<file path="src/rtl/sclk_period_meter.sv">
// sclk_period_meter
// Measures the period and high time of the slow divider clock sclk_in in
// cycles of clk. sclk_in is synchronised and edge-detected; each complete
// rise-to-rise cycle produces a one-cycle period_valid strobe together with
// the updated period/high_time. locked reports two consecutive equal
// periods, and the sticky timeout flag reports a stalled sclk_in.
module sclk_period_meter #(
  parameter int CNT_W   = 24,
  parameter int TIMEOUT = 1000
) (
  input  logic             clk,
  input  logic             reset,
  input  logic             sclk_in,
  input  logic             enable,
  output logic [CNT_W-1:0] period,
  output logic [CNT_W-1:0] high_time,
  output logic             period_valid,
  output logic             locked,
  output logic             timeout
);

  typedef enum logic [1:0] {
    IDLE       = 2'd0,
    WAIT_FIRST = 2'd1,
    MEASURE    = 2'd2
  } state_t;

  localparam logic [CNT_W-1:0] CNT_MAX = '1;
  localparam logic [CNT_W-1:0] TO_VAL  = CNT_W'(TIMEOUT);
  localparam logic [CNT_W-1:0] CNT_ONE = CNT_W'(1);

  // Counter increment that sticks at all-ones instead of wrapping.
  function automatic logic [CNT_W-1:0] sat_inc(input logic [CNT_W-1:0] v);
    if (v == CNT_MAX) begin
      return v;
    end
    return v + CNT_ONE;
  endfunction

  state_t           state;
  logic [CNT_W-1:0] cnt;
  logic [CNT_W-1:0] hi_reg;
  logic [CNT_W-1:0] prev;
  logic             prev_ok;
  logic             fall_seen;

  logic             s1, s2, s3;
  logic             rise, fall;

  // Three-flop synchroniser; s3 is the delayed copy used for edge detection.
  always_ff @(posedge clk or negedge reset) begin
    if (!reset) begin
      s1 <= 1'b0;
      s2 <= 1'b0;
      s3 <= 1'b0;
    end else begin
      s1 <= sclk_in;
      s2 <= s1;
      s3 <= s2;
    end
  end

  assign rise = s2 & ~s3;
  assign fall = ~s2 & s3;

  // Measurement FSM: counts clk cycles between detected edges and drives
  // all registered outputs.
  always_ff @(posedge clk or negedge reset) begin
    if (!reset) begin
      state        <= IDLE;
      cnt          <= '0;
      hi_reg       <= '0;
      prev         <= '0;
      prev_ok      <= 1'b0;
      fall_seen    <= 1'b0;
      period       <= '0;
      high_time    <= '0;
      period_valid <= 1'b0;
      locked       <= 1'b0;
      timeout      <= 1'b0;
    end else begin
      period_valid <= 1'b0;
      if (!enable) begin
        // Disabled: drop any partial measurement but keep the last result.
        state     <= IDLE;
        cnt       <= '0;
        hi_reg    <= '0;
        prev      <= '0;
        prev_ok   <= 1'b0;
        fall_seen <= 1'b0;
        locked    <= 1'b0;
        timeout   <= 1'b0;
      end else begin
        case (state)
          IDLE: begin
            state <= WAIT_FIRST;
            cnt   <= '0;
          end

          WAIT_FIRST: begin
            if (rise) begin
              // First rise only arms the measurement.
              state     <= MEASURE;
              cnt       <= CNT_ONE;
              hi_reg    <= '0;
              fall_seen <= 1'b0;
            end else if (cnt >= TO_VAL) begin
              timeout <= 1'b1;
              locked  <= 1'b0;
              prev_ok <= 1'b0;
              cnt     <= '0;
            end else begin
              cnt <= sat_inc(cnt);
            end
          end

          MEASURE: begin
            if (rise) begin
              // A rise coinciding with the timeout count still completes.
              period       <= cnt;
              high_time    <= hi_reg;
              period_valid <= 1'b1;
              timeout      <= 1'b0;
              cnt          <= CNT_ONE;
              fall_seen    <= 1'b0;
              prev         <= cnt;
              locked       <= (cnt == prev) && prev_ok;
              prev_ok      <= 1'b1;
            end else if (cnt >= TO_VAL) begin
              state   <= WAIT_FIRST;
              timeout <= 1'b1;
              locked  <= 1'b0;
              prev_ok <= 1'b0;
              cnt     <= '0;
            end else begin
              cnt <= sat_inc(cnt);
              if (fall && !fall_seen) begin
                hi_reg    <= cnt;
                fall_seen <= 1'b1;
              end
            end
          end

          default: begin
            state <= IDLE;
            cnt   <= '0;
          end
        endcase
      end
    end
  end

endmodule

</file>
<file path="config.mk">
export PLATFORM = sky130hd
export DESIGN_NAME = sclk_period_meter
export DESIGN_NICKNAME = d
export VERILOG_FILES = /design/src/rtl/sclk_period_meter.sv
export SDC_FILE = /design/constraint.sdc
export NUM_CORES = 1
export LEC_CHECK = 0
export CAP_MARGIN = 20
export CORE_AREA = 5 5 129 131
export CTS_BUF_LIST = sky130_fd_sc_hd__clkbuf_8
export DETAILED_ROUTE_END_ITERATION = 6
export DIE_AREA = 0 0 134 136
export PLACE_DENSITY = 0.62
export SLEW_MARGIN = 40
export SYNTH_ARGS = -nofsm -noshare
export SYNTH_HDL_FRONTEND = slang
export SYNTH_SLANG_ARGS = --single-unit
</file>
<file path="constraint.sdc">
create_clock -name clk -period 2.7 [get_ports clk]
set_input_delay 0.27 -clock clk [delete_from_list [all_inputs] [get_ports clk]]
set_output_delay 0.27 -clock clk [all_outputs]
set_load 0.01 [all_outputs]
</file>
==> results.sh, run 1 <==
export IMPL_port_buffers=54
export IMPL_synth_ff_type="dfrtp_1"
export IMPL_swShare_pct=24.2
export IMPL_ir_worst_vdd_mv=0.308
export IMPL_final_max_slew_viol_count=0
export IMPL_worstPathCellList="inv_1 > ha_1 > nand3_1 > nor4b_4 > a22o_1"
export IMPL_rsz0062_at_grt="false"
export IMPL_syn_avg_cell_area_um2=10.4
export IMPL_firstDrtPassIters=5
export IMPL_grt_pass1_vias=3741
export IMPL_power_w=0.00403
export IMPL_worst_ep_arrival_time_ns=2.55
export IMPL_worstReg2RegEnd="hi_reg[4]$_DFFE_PN0P_"
export IMPL_end_kind="flop"
export IMPL_worstSetupStartpoint="state[0]$_DFFE_PN0P_"
export IMPL_fin_crit_sh_pct=80.4
export IMPL_leakagePower_nw=3.04
export IMPL_slew_headroom_pct=54.4
export IMPL_ctsResizeCount=0
export IMPL_yosysSeqAreaShare_pct=62.1
export IMPL_cts_sinks=130
export IMPL_via_count=3686
export IMPL_cts_made_buffers=17
export IMPL_required_ns=3.08
export IMPL_grt_util_all_layers_pct=13.4
export IMPL_cts_root_buffer="clkbuf_8"
export IMPL_cpPeakStageDelay_ns=0.59
export IMPL_rrSetupSlack_ns=0.53
export IMPL_drive_gt1_share_pct=8.06
export IMPL_grt_ovfl_total=0
export IMPL_ys_types=40
export IMPL_wire_per_inst_um=14.8
export IMPL_clock_power_share_pct=42.0
export IMPL_syn_to_final_growth_pct=23.5
export IMPL_cts_buffer_depth=2
export IMPL_hold_class="input pin to flop"
export IMPL_hold_violations=0
export IMPL_initialDrtViolationCount=151
export IMPL_die_h_um=136
export IMPL_syn_instance_count=503
export IMPL_grt_pass1_wl_um=19200
export IMPL_post_cts_buffers=0
export IMPL_initial_core_util_pct=33.8
export IMPL_htree_levels=4
export IMPL_avgViaCountPerCell=4.76
export IMPL_cts_tree="done"
export IMPL_die_area_um2=18200
export IMPL_cap_violations=0
export IMPL_n_antenna_cell=0
export IMPL_io_pins=55
export IMPL_antenna_found_initial=0
export IMPL_clkTransAtPathRegs_ns=0.08
export IMPL_synth_top_area_share_pct=62.1
export IMPL_worst_pin_slew_ns=0.682
export IMPL_yosysWarningCount=0
export IMPL_skew_ns=0.00946
export IMPL_ant_nets=0
export IMPL_finalSetupViolations=0
export IMPL_r2r_cells=5
export IMPL_cp_endpoint="hi_reg[4]$_DFFE_PN0P_"
export IMPL_path_class="flop to flop"
export IMPL_ys_seq_elements=130
export IMPL_rows=46
export IMPL_ys_top_cells_by_area="dfrtp_1 (62%), nand2_1 (12%), a22o_1 (4.2%), xnor2_1 (3.7%), and2_1 (1.8%)"
export IMPL_drc=0
export IMPL_pwr_density_cell_nw_per_um2=623
export IMPL_worstSkewPairLatency_ns=0.44
export IMPL_dp_hpwl_um=7830
export IMPL_status="completed"
export IMPL_seq_power_share_pct=50.8
export IMPL_worst_path_max_delay_cell="nor4b_4"
export IMPL_synthesis_area_um2=5240
export IMPL_p_int_w=0.00305
export IMPL_nets=580
export IMPL_core_um2=15500
export IMPL_grt_max_degree=64
export IMPL_finalSetupTns_ns=0
export IMPL_fin_util_pct=41.8
export IMPL_cp_max_fo=17
export IMPL_start_kind="flop"
export IMPL_yosys_area_top_type="dfrtp_1"
export IMPL_totalWireLength_um=11400
export IMPL_r2r_start="state[0]$_DFFE_PN0P_"
export IMPL_die_w_um=134
export IMPL_p_sw_w=0.000976
export IMPL_synthArstFlopShare_pct=100
export IMPL_pwr_share_comb_pct=7.2
export IMPL_synth_edf_count=0
export IMPL_cts_hold_buffers=1
export IMPL_place_congestion=0.846
export IMPL_fin_crit_ns=2.17
export IMPL_fmax_mhz=461
layer usage:
metal	track usage [%]	vias to the layer above	routed length (um)
met2	21.6	80	5510
met1	16.9	1810	5230
met4	4.80	0	162
met5	0	-	0
met3	4.33	11	542
li1	-	1785	-
cells by family after synthesis:
family                     count (synthesis)  synth area share, %
buffers and inverters                     40                 3.11
adders and majority gates                  6                 1.43
AOI/OAI and AO/OA                         63                 8.62
xor gates and xnor gates                  28                 4.68
DFF                                      130                 62.1
and+or+nand+nor                          234                 19.8
muxes                                      1                0.191
other                                      1               0.0716
stage by stage:
stage          worst slack (ns)  hold slack [ns]  instance area, um2  cells
6_report                  0.529            0.270                6470    775
5_1_grt                   0.310            0.245                6470    775
3_5_place_dp              0.372            0.341                6040    742
2_1_floorplan             0.948          -0.0256                5290    516
3_3_place_gp              0.504            0.339                6040    742
4_1_cts                   0.363            0.235                6460    775
layout by cell type, fill, tap and decap left out, types with 12 or more instances in the layout:
master,Yosys,routed
nor2_1,16,16
a21oi_1,15,15
a22o_1,25,25
xnor2_1,22,22
nand4_1,12,12
o21ai_0,12,12
clkdlybuf4s50_1,0,53
and2_1,15,15
clkbuf_8,0,18
conb_1,1,14
nand2_1,163,163
dfrtp_1,130,130
power by group through the flow:
stage	clock network [W]	logic [W]	registers, W
after global routing	0.00183	0.000331	0.00205
after CTS	0.00174	0.000295	0.00205
after global placement	0	0.000283	0.00208
after floorplan	0	0.000123	0.00209
after detailed placement	0	0.000293	0.00208
final	0.00169	0.000292	0.00205
cell type report:
class                           instances  area, um2
Clock buffer                           18        248
Clock inverter                         14        164
Fill cell                            1469       9010
Inverter                               12       45.0
Multi-Input combinational cell        346       1880
Sequential cell                       130       3250
Tap cell                              192        240
Timing Repair Buffer                   63        637
worst max-delay path: cells and delay by family (launching register included):
kind / cells / cell delay [ns]
DFF: 1 / 0.42
AOI/OAI and AO/OA: 1 / 0.22
buffers and inverters: 1 / 0.11
and+or+nand+nor: 2 / 0.83
adders and majority gates: 1 / 0.53
cell usage after synthesis (2+ instances only):
cell and instances:
o21ai_0 12, dfrtp_1 130, or3_1 2, clkbuf_1 17, and2_1 15, nor4_1 6
a22o_1 25, nand2_1 163, a21oi_1 15, buf_2 10, nor2b_1 2, inv_1 11
xnor2_1 22, nand3_1 7, ha_1 6, nand4_1 12, nor3_1 3, nor2_1 16
xor2_1 6, nand2b_1 3
worst min-delay path by stage:
stage	start	end	slack [ns]	depth (start not counted)
detailed placement	s1$_DFF_PN0_	s2$_DFF_PN0_	0.34	0
global route	sclk_in	s1$_DFF_PN0_	0.25	1
finish	sclk_in	s1$_DFF_PN0_	0.27	1
global placement	s1$_DFF_PN0_	s2$_DFF_PN0_	0.34	0
floorplan	reset	cnt[0]$_DFFE_PN0P_	-0.03	0
CTS	sclk_in	s1$_DFF_PN0_	0.24	1
No activity file was read; power rests on OpenSTA's default activity.
==> run 2: changes to the inputs <==
clock period = 2 ns   (was 2.7 ns; I/O delays follow)
==> results.sh, run 2 (synthesis results as in run 1) <==
export IMPL_worst_pin_slew_ns=0.520
export IMPL_pre_cts_slack_ns=-0.161
export IMPL_io_pins=55
export IMPL_status="completed"
export IMPL_ir_worst_vdd_mv=0.413
export IMPL_power_w=0.00532
export IMPL_num_fill_cells=1451
export IMPL_finalSetupTns_ns=0
export IMPL_grt_ovfl_total=0
export IMPL_hold_violations=0
export IMPL_nets=605
export IMPL_clkTransAtPathRegs_ns=0.08
export IMPL_totalWireLength_um=12200
export IMPL_die_h_um=136
export IMPL_fin_crit_sh_pct=96.0
export IMPL_initial_core_util_pct=33.8
export IMPL_grt_max_degree=62
export IMPL_grt_util_all_layers_pct=14.1
export IMPL_dp_hpwl_um=8050
export IMPL_required_ns=2.33
export IMPL_cap_violations=0
export IMPL_port_buffers=54
export IMPL_cts_buffer_depth=2
export IMPL_leakagePower_nw=3.19
export IMPL_initialDrtViolationCount=270
export IMPL_cts_made_buffers=17
export IMPL_rows=46
export IMPL_setup_ws_ns=0.0795
export IMPL_ant_nets=0
export IMPL_path_class="flop to flop"
export IMPL_grt_pass1_vias=3947
export IMPL_n_antenna_cell=0
export IMPL_avgViaCountPerCell=4.77
export IMPL_fin_crit_ns=1.92
export IMPL_htree_levels=4
export IMPL_cp_max_fo=12
export IMPL_slew_headroom_pct=65.3
export IMPL_drive_gt1_share_pct=12.5
export IMPL_cts_root_buffer="clkbuf_8"
export IMPL_finalSetupViolations=0
export IMPL_cts_tree="done"
export IMPL_die_w_um=134
export IMPL_place_congestion=0.861
export IMPL_cts_sinks=130
export IMPL_fmax_mhz=521
export IMPL_final_max_slew_viol_count=0
export IMPL_antenna_found_initial=0
export IMPL_core_um2=15500
export IMPL_end_kind="flop"
export IMPL_die_area_um2=18200
export IMPL_via_count=3817
export IMPL_start_kind="flop"
export IMPL_grt_pass1_wl_um=20200
export IMPL_hold_class="input pin to flop"
export IMPL_wire_per_inst_um=15.3
export IMPL_final_cell_mix="nand2_1 (163), dfrtp_1 (130), clkdlybuf4s50_1 (53)"
export IMPL_fin_util_pct=43.4
export IMPL_syn_to_final_growth_pct=28.4
export IMPL_drc=0
export IMPL_pwr_density_cell_nw_per_um2=791
export IMPL_firstDrtPassIters=4
export IMPL_worstSkewPairLatency_ns=0.44
export IMPL_whs_ns=0.190
export IMPL_skew_ns=0.0129
export IMPL_worst_ep_arrival_time_ns=2.25
export IMPL_final_common_cell="nand2_1"
## run 2: metrics by stage
step | instances | area [um2]
2_1_floorplan | 516 | 5290
3_3_place_gp | 762 | 6210
3_5_place_dp | 762 | 6210
4_1_cts | 795 | 6620
5_1_grt | 800 | 6720
6_report | 800 | 6720
## run 2: worst paths after layout
kind,startpoint,endpoint,slack [ns],depth (start not counted)
max,cnt[20]$_DFFE_PN0P_,hi_reg[1]$_DFFE_PN0P_,0.08,6
min,sclk_in,s1$_DFF_PN0_,0.19,1
max reg2reg,cnt[20]$_DFFE_PN0P_,hi_reg[1]$_DFFE_PN0P_,0.08,6
min reg2reg,s1$_DFF_PN0_,s2$_DFF_PN0_,0.35,0
max in group asynchronous,reset,period[15]$_DFFE_PN0P_,1.02,3
min in group asynchronous,reset,high_time[7]$_DFFE_PN0P_,0.28,2
## run 2: where the power goes
part	internal [W]	total, W	switching, W
Sequential	0.00270	0.00275	0.0000527
Combinational	0.000199	0.000459	0.000260
Clock	0.00111	0.00210	0.000994
Total	0.00401	0.00532	0.00131
## run 2: timing repair
action                                  4_1_cts  5_1_grt
endpoints found under the hold margin        37        0
setup buffers                                 0        3
gates cloned                                  0        2
hold buffers                                  1        0
endpoints found under the setup margin       66       31
pin swaps                                     0        4
gates resized for setup                       4       10
## run 2: cell type report
| class | count | area, um2 | area share [%] |
|---|---|---|---|
| inverters | 12 | 48.8 | 0.726 |
| clock buffers | 18 | 248 | 3.69 |
| well taps | 192 | 240 | 3.57 |
| clock inverters | 14 | 125 | 1.86 |
| multi-input cells | 347 | 1950 | 29.0 |
| flip-flops and latches | 130 | 3250 | 48.4 |
| repair buffers | 87 | 856 | 12.7 |
## run 2: routing by layer
metal / GRT usage [%] / part of all wire [%] / vias to the layer above
met1: 18.0 / 46 / 1865
met4: 6.34 / 1.4 / 0
met2: 22.2 / 48 / 91
li1: - / - / 1844
met5: 0 / 0 / -
met3: 4.40 / 5.0 / 17
## run 2: critical path: stages, from the launching register on
cell,delay (ns)
dfrtp_1,0.43
nor4_1,0.28
nand4_1,0.13
buf_4,0.17
nor3_4,0.29
o22ai_4,0.23
a22o_1,0.28
